File: config.mk
export PLATFORM = sky130hd
export DESIGN_NAME = mem_arbiter
export DESIGN_NICKNAME = d
export VERILOG_FILES = /design/src/rtl/mem_arb_pkg.sv /design/src/rtl/mem_arbiter.sv
export SDC_FILE = /design/constraint.sdc
export NUM_CORES = 1
export LEC_CHECK = 0
export BUFFER_PORTS_ARGS = -buffer_cell sky130_fd_sc_hd__buf_2
export CAP_MARGIN = 15
export CORE_AREA = 2 2 117 119
export CTS_BUF_LIST = sky130_fd_sc_hd__clkbuf_8
export DETAILED_ROUTE_END_ITERATION = 6
export DIE_AREA = 0 0 119 121
export GPL_TIMING_DRIVEN = 1
export RECOVER_POWER = 50
export SETUP_SLACK_MARGIN = 0.1
export SLEW_MARGIN = 20
export SYNTH_ARGS = -nofsm -noshare
export SYNTH_HDL_FRONTEND = slang
export SYNTH_SLANG_ARGS = --single-unit
File: constraint.sdc
create_clock -name clk -period 1.8 [get_ports clk]
set_input_delay 0.18 -clock clk [delete_from_list [all_inputs] [get_ports clk]]
set_output_delay 0.18 -clock clk [all_outputs]
set_load 0.05 [all_outputs]
File: src/rtl/mem_arb_pkg.sv
// rtl/mem_arb_pkg.sv - shared types and constants for the memory arbiter
// Contents:
//   arb_state_t       : arbiter FSM state (core priority / forced DMA burst)
//   CNT_W             : width of the wait and burst counters
//   WAIT_MAX_DEF      : default conflict cycles before a forced DMA burst
//   BURST_MAX_DEF     : default maximum DMA grants per forced burst
package mem_arb_pkg;

  localparam int CNT_W         = 8;
  localparam int WAIT_MAX_DEF  = 8;
  localparam int BURST_MAX_DEF = 4;

  typedef enum logic {
    CORE_PRI  = 1'b0,
    DMA_BURST = 1'b1
  } arb_state_t;

endpackage

File: src/rtl/mem_arbiter.sv
// rtl/mem_arbiter.sv - core/DMA arbiter for a single shared memory port
// Ports:
//   clk, reset                          : clock, synchronous active-high reset
//   core_req/we/adr/wd -> core_stall/rd : multicycle core access, stalled when denied
//   dma_req/we/adr/wd  -> dma_gnt/rd/rvalid : DMA access, read data returned one cycle later
//   mem_we/adr/wd, mem_rd               : shared memory port (combinational read)
module mem_arbiter
  import mem_arb_pkg::*;
#(
  parameter int WAIT_MAX  = WAIT_MAX_DEF,
  parameter int BURST_MAX = BURST_MAX_DEF
) (
  input  logic        clk,
  input  logic        reset,
  input  logic        core_req,
  input  logic        core_we,
  input  logic [31:0] core_adr,
  input  logic [31:0] core_wd,
  output logic        core_stall,
  output logic [31:0] core_rd,
  input  logic        dma_req,
  input  logic        dma_we,
  input  logic [31:0] dma_adr,
  input  logic [31:0] dma_wd,
  output logic        dma_gnt,
  output logic [31:0] dma_rd,
  output logic        dma_rvalid,
  output logic        mem_we,
  output logic [31:0] mem_adr,
  output logic [31:0] mem_wd,
  input  logic [31:0] mem_rd
);

  localparam logic [CNT_W-1:0] WAIT_LAST  = CNT_W'(WAIT_MAX - 1);
  localparam logic [CNT_W-1:0] BURST_LAST = CNT_W'(BURST_MAX - 1);

  arb_state_t       state;
  logic [CNT_W-1:0] wait_cnt;
  logic [CNT_W-1:0] burst_cnt;

  logic core_first;
  logic core_granted;
  logic dma_granted;

  // During reset the grant logic behaves as if already back in CORE_PRI,
  // so a burst in progress stops taking priority immediately.
  always_comb begin
    core_first   = reset | (state == CORE_PRI);
    core_granted = 1'b0;
    dma_granted  = 1'b0;
    if (core_first) begin
      core_granted = core_req;
      dma_granted  = ~core_req & dma_req;
    end else begin
      dma_granted  = dma_req;
      core_granted = ~dma_req & core_req;
    end
  end

  assign core_stall = core_req & ~core_granted;
  assign dma_gnt    = dma_granted;
  assign core_rd    = mem_rd;

  // Idle port still presents the core address so the core can see read data
  // combinationally; only the write enable is forced off.
  always_comb begin
    mem_we  = 1'b0;
    mem_adr = core_adr;
    mem_wd  = core_wd;
    if (dma_granted) begin
      mem_we  = dma_we;
      mem_adr = dma_adr;
      mem_wd  = dma_wd;
    end else if (core_granted) begin
      mem_we  = core_we;
    end
  end

  always_ff @(posedge clk) begin
    if (reset) begin
      state      <= CORE_PRI;
      wait_cnt   <= '0;
      burst_cnt  <= '0;
      dma_rvalid <= 1'b0;
      dma_rd     <= '0;
    end else begin
      dma_rvalid <= dma_granted & ~dma_we;
      if (dma_granted & ~dma_we) begin
        dma_rd <= mem_rd;
      end

      case (state)
        CORE_PRI: begin
          if (core_req & dma_req) begin
            if (wait_cnt == WAIT_LAST) begin
              wait_cnt  <= '0;
              burst_cnt <= '0;
              state     <= DMA_BURST;
            end else begin
              wait_cnt <= wait_cnt + 1'b1;
            end
          end else begin
            // no DMA request, or DMA got the port: starvation streak is over
            wait_cnt <= '0;
          end
        end
        DMA_BURST: begin
          if (dma_req) begin
            if (burst_cnt == BURST_LAST) begin
              burst_cnt <= '0;
              state     <= CORE_PRI;
            end else begin
              burst_cnt <= burst_cnt + 1'b1;
            end
          end else begin
            burst_cnt <= '0;
            state     <= CORE_PRI;
          end
        end
        default: begin
          state     <= CORE_PRI;
          wait_cnt  <= '0;
          burst_cnt <= '0;
        end
      endcase
    end
  end

endmodule

==> flow_summary.html, run 1 <==
<table>
<tr><th>Metric</th><th>Value</th></tr>
<tr><th colspan="2">Clock network</th></tr>
<tr><td>Worst-case clock buffer depth</td><td>2</td></tr>
<tr><td>Clock tree from TritonCTS</td><td>yes</td></tr>
<tr><td>Number of clock buffers inserted by TritonCTS</td><td>5</td></tr>
<tr><td>CTS H-tree depth</td><td>2</td></tr>
<tr><td>Clock root buffer master</td><td>sky130_fd_sc_hd__clkbuf_8</td></tr>
<tr><td>Clock network latency to the later pin of the worst-skew pair</td><td>a little under 300 ps</td></tr>
<tr><td>Hold Buf Count CTS</td><td>0</td></tr>
<tr><td>Number of sinks driven by the clock tree</td><td>50</td></tr>
<tr><td>Worst-path clk slew</td><td>roughly 90 ps</td></tr>
<tr><th colspan="2">Cells and area</th></tr>
<tr><td>Total Nets Final</td><td>774</td></tr>
<tr><td>Area delta synth-&gt;final</td><td>93.3%</td></tr>
<tr><td>Final core occ</td><td>45.1%</td></tr>
<tr><td>Fraction of layout instances using a drive strength above 1</td><td>about three fifths</td></tr>
<tr><td>Antenna cells</td><td>0</td></tr>
<tr><th colspan="2">STA</th></tr>
<tr><td>Hold Vio Cnt, Final</td><td>0</td></tr>
<tr><td>Slew margin rel.</td><td>59.2%</td></tr>
<tr><td>Final Max Tran Viols</td><td>0</td></tr>
<tr><td>Setup repair after global routing missed its margin</td><td>yes</td></tr>
<tr><td>Final Worst Setup Slack</td><td>-201 ps</td></tr>
<tr><td>Tmin final</td><td>2000 ps</td></tr>
<tr><td>Setup TNS</td><td>-8160 ps</td></tr>
<tr><td>Max Clk Rate</td><td>between 0.4 and 0.5 GHz</td></tr>
<tr><td>Number of failing setup endpoints in the final timing report</td><td>between 60 and 70</td></tr>
<tr><td>Actual slew at the worst max-slew pin</td><td>615 ps</td></tr>
<tr><td>Crit share post-route</td><td>111%</td></tr>
<tr><td>Max Clock Skew</td><td>4.71 ps</td></tr>
<tr><th colspan="2">Critical path</th></tr>
<tr><td>Number of cells on the worst reg-to-reg path</td><td>6</td></tr>
<tr><td>Data arrival time at the worst-slack endpoint</td><td>1820 ps</td></tr>
<tr><td>Capture point of the worst reg-to-reg path</td><td>burst_cnt[5]$_SDFFE_PP0P_</td></tr>
<tr><td>Crit. End Element</td><td>output port</td></tr>
<tr><td>Start-to-end type of the worst setup path</td><td>reg -&gt; out</td></tr>
<tr><td>Beginning of the worst register-to-register path</td><td>burst_cnt[1]$_SDFFE_PP0P_</td></tr>
<tr><td>Data required time of the critical path</td><td>1620 ps</td></tr>
<tr><td>Largest fanout of any net on the critical path</td><td>8</td></tr>
<tr><td>Chain of cells forming the critical path</td><td>nand2b_4, a21oi_4, buf_12, buf_8, mux2_2, buf_6</td></tr>
<tr><td>Worst-path cell with the longest stage delay</td><td>sky130_fd_sc_hd__mux2_2</td></tr>
<tr><td>CP peak stage delay</td><td>370 ps</td></tr>
<tr><td>Startpoint type of the worst setup path</td><td>register</td></tr>
<tr><td>Reg-to-reg setup timing slack</td><td>150 ps</td></tr>
<tr><th colspan="2">Floorplan</th></tr>
<tr><td>Vertical die dimension</td><td>121 um</td></tr>
<tr><td>Total Die Area</td><td>14400 sq um</td></tr>
<tr><td>Die X</td><td>119 um</td></tr>
<tr><td>I/O pin count</td><td>approximately 300</td></tr>
<tr><td>Core area</td><td>13100 sq um</td></tr>
<tr><td>Starting utilization of the core area</td><td>a little under a quarter</td></tr>
<tr><td>Cell row count</td><td>42</td></tr>
<tr><th colspan="2">Yosys</th></tr>
<tr><td>Fraction of registers with async set or reset after synthesis</td><td>0%</td></tr>
<tr><td>Instance count of the mapped netlist</td><td>around 310</td></tr>
<tr><td>Post-synthesis sequential element count</td><td>50</td></tr>
<tr><td>Sequential element share of the synthesized area</td><td>32.8%</td></tr>
<tr><td>Post-synth top area cell</td><td>sky130_fd_sc_hd__dfxtp_1</td></tr>
<tr><td>Cells taking the most area after synthesis</td><td>sky130_fd_sc_hd__dfxtp_1, sky130_fd_sc_hd__mux2_2, sky130_fd_sc_hd__mux2i_1</td></tr>
<tr><td>Most common flop cell mapped by yosys</td><td>sky130_fd_sc_hd__dfxtp_1</td></tr>
<tr><td>Top cell types by occurrence after synthesis</td><td>sky130_fd_sc_hd__mux2_2, sky130_fd_sc_hd__dfxtp_1, sky130_fd_sc_hd__nor2_1</td></tr>
<tr><td>Mapped Area</td><td>3060 sq um</td></tr>
<tr><td>Count of synthesis-stage warnings from yosys</td><td>0</td></tr>
<tr><td>Count of cell types in the netlist</td><td>38</td></tr>
<tr><td>Net Count, Synth</td><td>about 480</td></tr>
<tr><td>Number of enable flip-flop cells after synthesis</td><td>0</td></tr>
<tr><td>Top-area cell type share of the netlist area</td><td>32.8%</td></tr>
<tr><td>Dominant cell by count in the synthesized netlist</td><td>sky130_fd_sc_hd__mux2_2</td></tr>
<tr><td>Post-synthesis area per instance</td><td>9.82 sq um</td></tr>
<tr><th colspan="2">Min path</th></tr>
<tr><td>Count of cells along the worst hold path</td><td>3</td></tr>
<tr><td>Path class of the lowest-slack min-delay path</td><td>in -&gt; reg</td></tr>
<tr><td>Worst hold path startpoint</td><td>mem_rd[10]</td></tr>
<tr><td>Endpoint of the worst hold-timing path</td><td>dma_rd[10]$_SDFFE_PP0P_</td></tr>
<tr><th colspan="2">Global routing</th></tr>
<tr><td>Most heavily used metal layer in global routing</td><td>met2</td></tr>
<tr><td>Number of antenna violations at the first check in global routing</td><td>0</td></tr>
<tr><td>Routing usage on met2</td><td>26.7%</td></tr>
<tr><td>Number of global-route vias before repair</td><td>3273</td></tr>
<tr><td>Total track usage</td><td>15.0%</td></tr>
<tr><td>Largest net degree at the start of global routing</td><td>42</td></tr>
<tr><td>Global route total overflow</td><td>0</td></tr>
<tr><td>Global-route wire length before repair</td><td>17200 um</td></tr>
<tr><td>Global-route met3 utilization</td><td>between 4 and 5%</td></tr>
<tr><td>Grt met1 use</td><td>roughly 18%</td></tr>
<tr><th colspan="2">Placement</th></tr>
<tr><td>Number of buffer cells added on primary ports</td><td>a little under 300</td></tr>
<tr><td>Pre-CTS worst setup slack</td><td>-17.9 ps</td></tr>
<tr><td>Placer congestion estimate</td><td>0.752</td></tr>
<tr><td>Detailed Place HPWL</td><td>approximately 9000 um</td></tr>
<tr><th colspan="2">Pwr</th></tr>
<tr><td>Leak</td><td>approximately 2.7 nW</td></tr>
<tr><td>Worst IR Drop VDD</td><td>approximately 270 uV</td></tr>
<tr><td>Power density over cell area</td><td>between 600 and 700 nW/um^2</td></tr>
<tr><td>Reg power frac</td><td>31.1%</td></tr>
<tr><td>Sw power</td><td>1.37 mW</td></tr>
<tr><td>Sw Share</td><td>37.3%</td></tr>
<tr><td>Internal power consumption</td><td>between 2 and 2.5 mW</td></tr>
<tr><td>Clock group share of total power</td><td>~22%</td></tr>
<tr><td>Combinational power share</td><td>between 40% and 50%</td></tr>
<tr><th colspan="2">Drt</th></tr>
<tr><td>Residual DRC</td><td>0</td></tr>
<tr><td>Number of nets still failing antenna checks after routing</td><td>0</td></tr>
<tr><td>Detailed Route Iter0 Violations</td><td>between 100 and 150</td></tr>
<tr><td>Via count</td><td>3458</td></tr>
<tr><td>Final routed wire length divided by cell count</td><td>roughly 17 um</td></tr>
<tr><td>Number of vias per cell</td><td>4.42</td></tr>
<tr><td>1st-pass router iterations</td><td>4</td></tr>
<tr><td>Total Routed Length</td><td>13000 um</td></tr>
<tr><th colspan="2">Run status</th></tr>
<tr><td>Violations in the final reports</td><td>setup timing</td></tr>
<tr><td>Result of the run</td><td>finished with violations</td></tr>
<tr><th colspan="2">Run</th></tr>
<tr><td>Number of violations of the max-capacitance limit</td><td>0</td></tr>
</table>
[state kept, by name, summed over array words and instances (netlist names)]
name and count:
dma_rd 32, dma_rvalid 1, wait_cnt 8, state 1, burst_cnt 8
[power groups by stage]
stage / combinational [mW] / clock [mW] / sequential (mW)
after floorplan: 0.868 / 0 / 1.26
after global placement: 1.33 / 0 / 1.17
after detailed placement: 1.34 / 0 / 1.17
after CTS: 1.55 / 0.826 / 1.14
after global routing: 1.80 / 0.893 / 1.15
final: 1.74 / 0.796 / 1.14
[cell type report]
cell class / count / area, sq um
well taps: 176 / 220
clock inverters: 1 / 30.0
repair buffers: 335 / 2590
inverters: 2 / 7.51
fillers: 1245 / 7180
flip-flops and latches: 50 / 1010
multi-input cells: 212 / 1970
clock buffers: 6 / 82.6
[timing repair]
| item | in CTS | in global routing |
|---|---|---|
| resized for setup | 148 | 105 |
| setup endpoints to repair | 72 | 92 |
| gates cloned | 2 | 7 |
| pin swaps | 1 | 2 |
| setup buffers | 5 | 4 |
[routing by layer]
| layer | wire, um | share of wire [%] |
|---|---|---|
| met5 | 0 | 0 |
| met4 | 259 | 2.0 |
| met3 | 956 | 7.3 |
| met2 | 6730 | 52 |
| met1 | 5090 | 39 |
[worst max-delay path by stage]
| stage | endpoint | start |
|---|---|---|
| 5_1_grt | mem_wd[21] | state$_SDFF_PP0_ |
| 3_3_place_gp | burst_cnt[0]$_SDFFE_PP0P_ | wait_cnt[1]$_SDFFE_PP0N_ |
| 3_5_place_dp | burst_cnt[0]$_SDFFE_PP0P_ | wait_cnt[1]$_SDFFE_PP0N_ |
| 6_report | mem_wd[21] | state$_SDFF_PP0_ |
| 4_1_cts | mem_adr[10] | state$_SDFF_PP0_ |
| 2_1_floorplan | mem_wd[23] | state$_SDFF_PP0_ |
[worst max-delay path: cells and delay by family, from the launching register on]
family,cells,cell delay (ps)
simple gates,1,60
buf+inv,3,490
flops,1,360
compound gates,1,230
mux,1,370
[cells by family (layout without fill, tap and decap cells)]
family	after synthesis	after routing	synth area share, %
buffers and inverters	49	344	11.3
adder cells (fa/ha/maj)	2	2	0.819
AO/OA/AOI/OAI	21	21	5.16
XOR/XNOR	7	7	2.01
flip-flops	50	50	32.8
multiplexers	96	96	34.1
AND/OR/NAND/NOR	86	86	13.9
[per-stage QoR]
stage	hold slack, ps	cell area [sq um]	total power [mW]	std cells
2_1_floorplan	327	3100	2.12	311
3_3_place_gp	424	4710	2.50	759
3_5_place_dp	442	4710	2.51	759
4_1_cts	118	5390	3.52	773
5_1_grt	133	5910	3.84	782
6_report	129	5910	3.68	782
[placed cells by master, fill, tap and decap left out, types with 2 or more instances in the layout]
cell type,n
sky130_fd_sc_hd__buf_8,49
sky130_fd_sc_hd__and3_1,2
sky130_fd_sc_hd__buf_4,16
sky130_fd_sc_hd__dfxtp_1,47
sky130_fd_sc_hd__mux2_2,9
sky130_fd_sc_hd__a21oi_1,5
sky130_fd_sc_hd__buf_12,9
sky130_fd_sc_hd__nand2_1,11
sky130_fd_sc_hd__buf_6,21
sky130_fd_sc_hd__o21ai_0,9
sky130_fd_sc_hd__nand3_1,12
sky130_fd_sc_hd__xor2_1,7
sky130_fd_sc_hd__inv_1,2
sky130_fd_sc_hd__or3_1,2
sky130_fd_sc_hd__nor2_1,42
sky130_fd_sc_hd__buf_2,173
sky130_fd_sc_hd__clkbuf_16,6
sky130_fd_sc_hd__clkbuf_8,6
sky130_fd_sc_hd__nand3b_1,2
sky130_fd_sc_hd__mux2_4,55
sky130_fd_sc_hd__dfxtp_2,2
sky130_fd_sc_hd__nand4b_1,2
sky130_fd_sc_hd__mux2i_1,32
sky130_fd_sc_hd__buf_16,3
sky130_fd_sc_hd__clkbuf_1,58
Note: power is estimated with default switching activity, not from simulation.
==> run 2: changes to the inputs <==
--- a/config.mk
+++ b/config.mk
@@ -7,11 +7,14 @@
 export LEC_CHECK = 0
 export BUFFER_PORTS_ARGS = -buffer_cell sky130_fd_sc_hd__buf_2
 export CAP_MARGIN = 15
-export CORE_AREA = 2 2 117 119
+export CELL_PAD_IN_SITES_DETAIL_PLACEMENT = 1
+export CELL_PAD_IN_SITES_GLOBAL_PLACEMENT = 1
+export CORE_ASPECT_RATIO = 0.7
+export CORE_UTILIZATION = 22
 export CTS_BUF_LIST = sky130_fd_sc_hd__clkbuf_8
 export DETAILED_ROUTE_END_ITERATION = 6
-export DIE_AREA = 0 0 119 121
 export GPL_TIMING_DRIVEN = 1
+export PLACE_DENSITY_LB_ADDON = 0.1
 export RECOVER_POWER = 50
 export SETUP_SLACK_MARGIN = 0.1
 export SLEW_MARGIN = 20
==> run 2 against run 1 <==
  * The run still ends with setup timing left
  * Clock power rose by 24%
  * Cell count rose by 1.8%
  * Global-route usage rose by 2.2 points
  * Critical path depth rose by 1
  * Clock skew fell by 1.9 ps
  * Non-clock buffer count rose by 4
  * Sequential share of layout area fell by 0.21 points
==> flow_summary.html, run 2 (synthesis results as in run 1) <==
<table>
<tr><th>Metric</th><th>Value</th></tr>
<tr><th colspan="2">Run status</th></tr>
<tr><td>Result of the run</td><td>finished with violations (unchanged)</td></tr>
<tr><td>Violations in the final reports</td><td>setup timing (unchanged)</td></tr>
<tr><th colspan="2">Pwr</th></tr>
<tr><td>Worst IR Drop VDD</td><td>294 uV (was 266 uV)</td></tr>
<tr><td>Power density over cell area</td><td>646 nW/um^2 (was 623 nW/um^2)</td></tr>
<tr><td>Sw power</td><td>1.40 mW (was 1.37 mW)</td></tr>
<tr><td>Leak</td><td>2.76 nW (was 2.74 nW)</td></tr>
<tr><td>Internal power consumption</td><td>2.45 mW (was 2.31 mW)</td></tr>
<tr><td>Clock group share of total power</td><td>25.5% (was 21.6%)</td></tr>
<tr><td>Sw Share</td><td>36.4% (was 37.3%)</td></tr>
<tr><td>Reg power frac</td><td>29.7% (was 31.1%)</td></tr>
<tr><td>Combinational power share</td><td>44.8% (was 47.3%)</td></tr>
<tr><th colspan="2">Critical path</th></tr>
<tr><td>Worst-path cell with the longest stage delay</td><td>sky130_fd_sc_hd__dfxtp_2 (was sky130_fd_sc_hd__mux2_2)</td></tr>
<tr><td>Start-to-end type of the worst setup path</td><td>reg -&gt; out (unchanged)</td></tr>
<tr><td>Largest delay contributor family on the critical path</td><td>buffers and inverters (unchanged)</td></tr>
<tr><td>Chain of cells forming the critical path</td><td>nand2b_4, a21oi_4, buf_12, buf_12, clkbuf_16, mux2_4, buf_8 (was nand2b_4, a21oi_4, buf_12, buf_8, mux2_2, buf_6)</td></tr>
<tr><td>Timing startpoint of the critical path</td><td>state$_SDFF_PP0_ (unchanged)</td></tr>
<tr><td>Dominant cell type by count on the critical path</td><td>sky130_fd_sc_hd__buf_12</td></tr>
<tr><td>Crit. End Element</td><td>output port (unchanged)</td></tr>
<tr><td>Data arrival time at the worst-slack endpoint</td><td>1810 ps (was 1820 ps)</td></tr>
<tr><td>Data required time of the critical path</td><td>1620 ps (about the same)</td></tr>
<tr><td>Startpoint type of the worst setup path</td><td>register (unchanged)</td></tr>
<tr><td>Largest fanout of any net on the critical path</td><td>5 (was 8)</td></tr>
<tr><td>CP peak stage delay</td><td>370 ps (about the same)</td></tr>
<tr><td>Beginning of the worst register-to-register path</td><td>burst_cnt[1]$_SDFFE_PP0P_ (unchanged)</td></tr>
<tr><td>Worst path bufs/invs</td><td>4 (was 3)</td></tr>
<tr><th colspan="2">Placement</th></tr>
<tr><td>Pre-CTS worst setup slack</td><td>35.3 ps (was -17.9 ps)</td></tr>
<tr><td>Cell count after placement</td><td>765 (was 759)</td></tr>
<tr><td>Number of buffer cells added on primary ports</td><td>297 (unchanged)</td></tr>
<tr><td>Placer congestion estimate</td><td>0.738 (was 0.752)</td></tr>
<tr><td>Detailed Place HPWL</td><td>9550 um (was 9020 um)</td></tr>
<tr><th colspan="2">Drt</th></tr>
<tr><td>Number of nets still failing antenna checks after routing</td><td>0 (unchanged)</td></tr>
<tr><td>Via count</td><td>3417 (was 3458)</td></tr>
<tr><td>Number of vias per cell</td><td>4.29 (was 4.42)</td></tr>
<tr><td>Residual DRC</td><td>0 (unchanged)</td></tr>
<tr><td>Total Routed Length</td><td>14100 um (was 13000 um)</td></tr>
<tr><td>1st-pass router iterations</td><td>4 (unchanged)</td></tr>
<tr><td>Detailed Route Iter0 Violations</td><td>84 (was 105)</td></tr>
<tr><td>Final routed wire length divided by cell count</td><td>17.7 um (was 16.7 um)</td></tr>
<tr><th colspan="2">Min path</th></tr>
<tr><td>Path class of the lowest-slack min-delay path</td><td>in -&gt; reg (unchanged)</td></tr>
<tr><td>Worst hold path startpoint</td><td>mem_rd[21] (was mem_rd[10])</td></tr>
<tr><th colspan="2">Cells and area</th></tr>
<tr><td>Antenna cells</td><td>0 (unchanged)</td></tr>
<tr><td>Area delta synth-&gt;final</td><td>95.2% (was 93.3%)</td></tr>
<tr><td>Most common cell after layout, fill and taps aside</td><td>sky130_fd_sc_hd__buf_2 (unchanged)</td></tr>
<tr><td>Number of flip-flops under the largest register name</td><td>32 (unchanged)</td></tr>
<tr><td>Commonest cells after routing, fill and taps aside</td><td>sky130_fd_sc_hd__buf_2, sky130_fd_sc_hd__clkbuf_1, sky130_fd_sc_hd__mux2_4 (unchanged)</td></tr>
<tr><td>Final std cells w/o fill</td><td>796 (was 782)</td></tr>
<tr><td>Total Nets Final</td><td>778 (was 774)</td></tr>
<tr><td>Reg with most FFs</td><td>dma_rd (unchanged)</td></tr>
<tr><td>Leading registers by flop count</td><td>dma_rd x32, burst_cnt x8, wait_cnt x8 (unchanged)</td></tr>
<tr><td>Fraction of layout instances using a drive strength above 1</td><td>60.1% (was 59.7%)</td></tr>
<tr><th colspan="2">STA</th></tr>
<tr><td>Setup repair after global routing missed its margin</td><td>yes (unchanged)</td></tr>
<tr><td>Max Clock Skew</td><td>2.85 ps (was 4.71 ps)</td></tr>
<tr><td>Hold Vio Cnt, Final</td><td>0 (unchanged)</td></tr>
<tr><td>Tmin final</td><td>1990 ps (was 2000 ps)</td></tr>
<tr><td>Final Worst Setup Slack</td><td>-191 ps (was -201 ps)</td></tr>
<tr><td>Actual slew at the worst max-slew pin</td><td>638 ps (was 615 ps)</td></tr>
<tr><td>Final Max Tran Viols</td><td>0 (unchanged)</td></tr>
<tr><td>Slew margin rel.</td><td>57.7% (was 59.2%)</td></tr>
<tr><td>Max Clk Rate</td><td>0.502 GHz (was 0.500 GHz)</td></tr>
<tr><td>Crit share post-route</td><td>111% (about the same)</td></tr>
<tr><td>Number of failing setup endpoints in the final timing report</td><td>66 (was 65)</td></tr>
<tr><th colspan="2">Clock network</th></tr>
<tr><td>Worst-case clock buffer depth</td><td>2 (unchanged)</td></tr>
<tr><td>Worst-path clk slew</td><td>90 ps (about the same)</td></tr>
<tr><td>Clock network latency to the later pin of the worst-skew pair</td><td>300 ps (was 290 ps)</td></tr>
<tr><td>CTS H-tree depth</td><td>2 (unchanged)</td></tr>
<tr><td>Hold Buf Count CTS</td><td>0 (unchanged)</td></tr>
<tr><td>Number of clock buffers inserted by TritonCTS</td><td>5 (unchanged)</td></tr>
<tr><td>Number of sinks driven by the clock tree</td><td>50 (unchanged)</td></tr>
<tr><td>Clock tree from TritonCTS</td><td>yes (unchanged)</td></tr>
<tr><td>Clock root buffer master</td><td>sky130_fd_sc_hd__clkbuf_8 (unchanged)</td></tr>
<tr><th colspan="2">Global routing</th></tr>
<tr><td>Number of global-route vias before repair</td><td>3613 (was 3273)</td></tr>
<tr><td>Largest net degree at the start of global routing</td><td>41 (was 42)</td></tr>
<tr><td>Global-route wire length before repair</td><td>18800 um (was 17200 um)</td></tr>
<tr><td>Number of antenna violations at the first check in global routing</td><td>0 (unchanged)</td></tr>
<tr><td>Total track usage</td><td>17.2% (was 15.0%)</td></tr>
<tr><td>Global route total overflow</td><td>0 (unchanged)</td></tr>
<tr><th colspan="2">Floorplan</th></tr>
<tr><td>Starting utilization of the core area</td><td>22.9% (was 23.4%)</td></tr>
<tr><td>Vertical die dimension</td><td>101 um (was 121 um)</td></tr>
<tr><td>Core area</td><td>13400 sq um (was 13100 sq um)</td></tr>
<tr><td>Die X</td><td>143 um (was 119 um)</td></tr>
<tr><td>I/O pin count</td><td>298 (unchanged)</td></tr>
<tr><td>Cell row count</td><td>35 (was 42)</td></tr>
<tr><td>Total Die Area</td><td>14400 sq um (about the same)</td></tr>
<tr><th colspan="2">Run</th></tr>
<tr><td>Number of violations of the max-capacitance limit</td><td>0 (unchanged)</td></tr>
</table>
run 2: changes by cell type in the layout (fill, tap and decap cells not counted), moves of 3 or more:
cell                     delta
sky130_fd_sc_hd__buf_6      +8
sky130_fd_sc_hd__mux2_2     +4
sky130_fd_sc_hd__buf_12     -3
sky130_fd_sc_hd__buf_16     +4
sky130_fd_sc_hd__mux2_4     -4
sky130_fd_sc_hd__buf_4      +3
sky130_fd_sc_hd__buf_8      -7
run 2: repair_timing:
action / CTS / global route
cloned: 7 / 5
resized for setup: 178 / 57
endpoints found under the setup margin: 72 / 101
buffers inserted: 7 / 7
pin swaps: 3 / 3
run 2: area by class of cell:
cell class                 count  area, sq um
inverter                       2         7.51
clock inverter                 2         60.1
fill                        1558         7390
clock buffer                   6         82.6
multi-input combinational    212         1960
sequential                    50         1000
tap                          185          231
timing repair buffer         339         2620
run 2: power groups by stage:
stage	registers, mW	clock network, mW	logic [mW]
after CTS	1.14	1.03	1.61
after floorplan	1.26	0	0.868
after global routing	1.15	1.07	1.79
final	1.14	0.984	1.73
after detailed placement	1.17	0	1.30
after global placement	1.17	0	1.29
run 2: final timing paths:
check / endpoint / slack [ps] / cells past startpoint
setup / recovery: mem_wd[23] / -190 / 7
hold reg to reg: dma_rd[17]$_SDFFE_PP0P_ / 500 / 2
hold / removal: dma_rd[21]$_SDFFE_PP0P_ / 120 / 3
setup reg to reg: burst_cnt[5]$_SDFFE_PP0P_ / 140 / 6
run 2: tightest hold or removal path: stages:
cell,delay [ps]
sky130_fd_sc_hd__buf_2,90
sky130_fd_sc_hd__mux2i_1,60
sky130_fd_sc_hd__nor2_1,70
run 2: layer usage:
| metal | global-route usage (%) | vias to the layer above | wire (um) |
|---|---|---|---|
| met5 | 0 | - | 0 |
| met4 | 3.72 | 0 | 97 |
| met3 | 3.33 | 8 | 573 |
| met2 | 31.6 | 110 | 7350 |
| met1 | 20.7 | 1636 | 6070 |
| li1 | - | 1663 | - |
run 2: stage by stage:
stage               setup TNS, ps  area [sq um]  total power [mW]  util [%]  hold slack [ps]
global route               -13700          5970              4.01      44.7              104
finish                      -9150          5970              3.85      44.7              124
global placement                0          4670              2.46      35.0              425
detailed placement              0          4670              2.47      35.0              445
CTS                         -9090          5660              3.79      42.4              111
floorplan                       0          3100              2.12         -              327
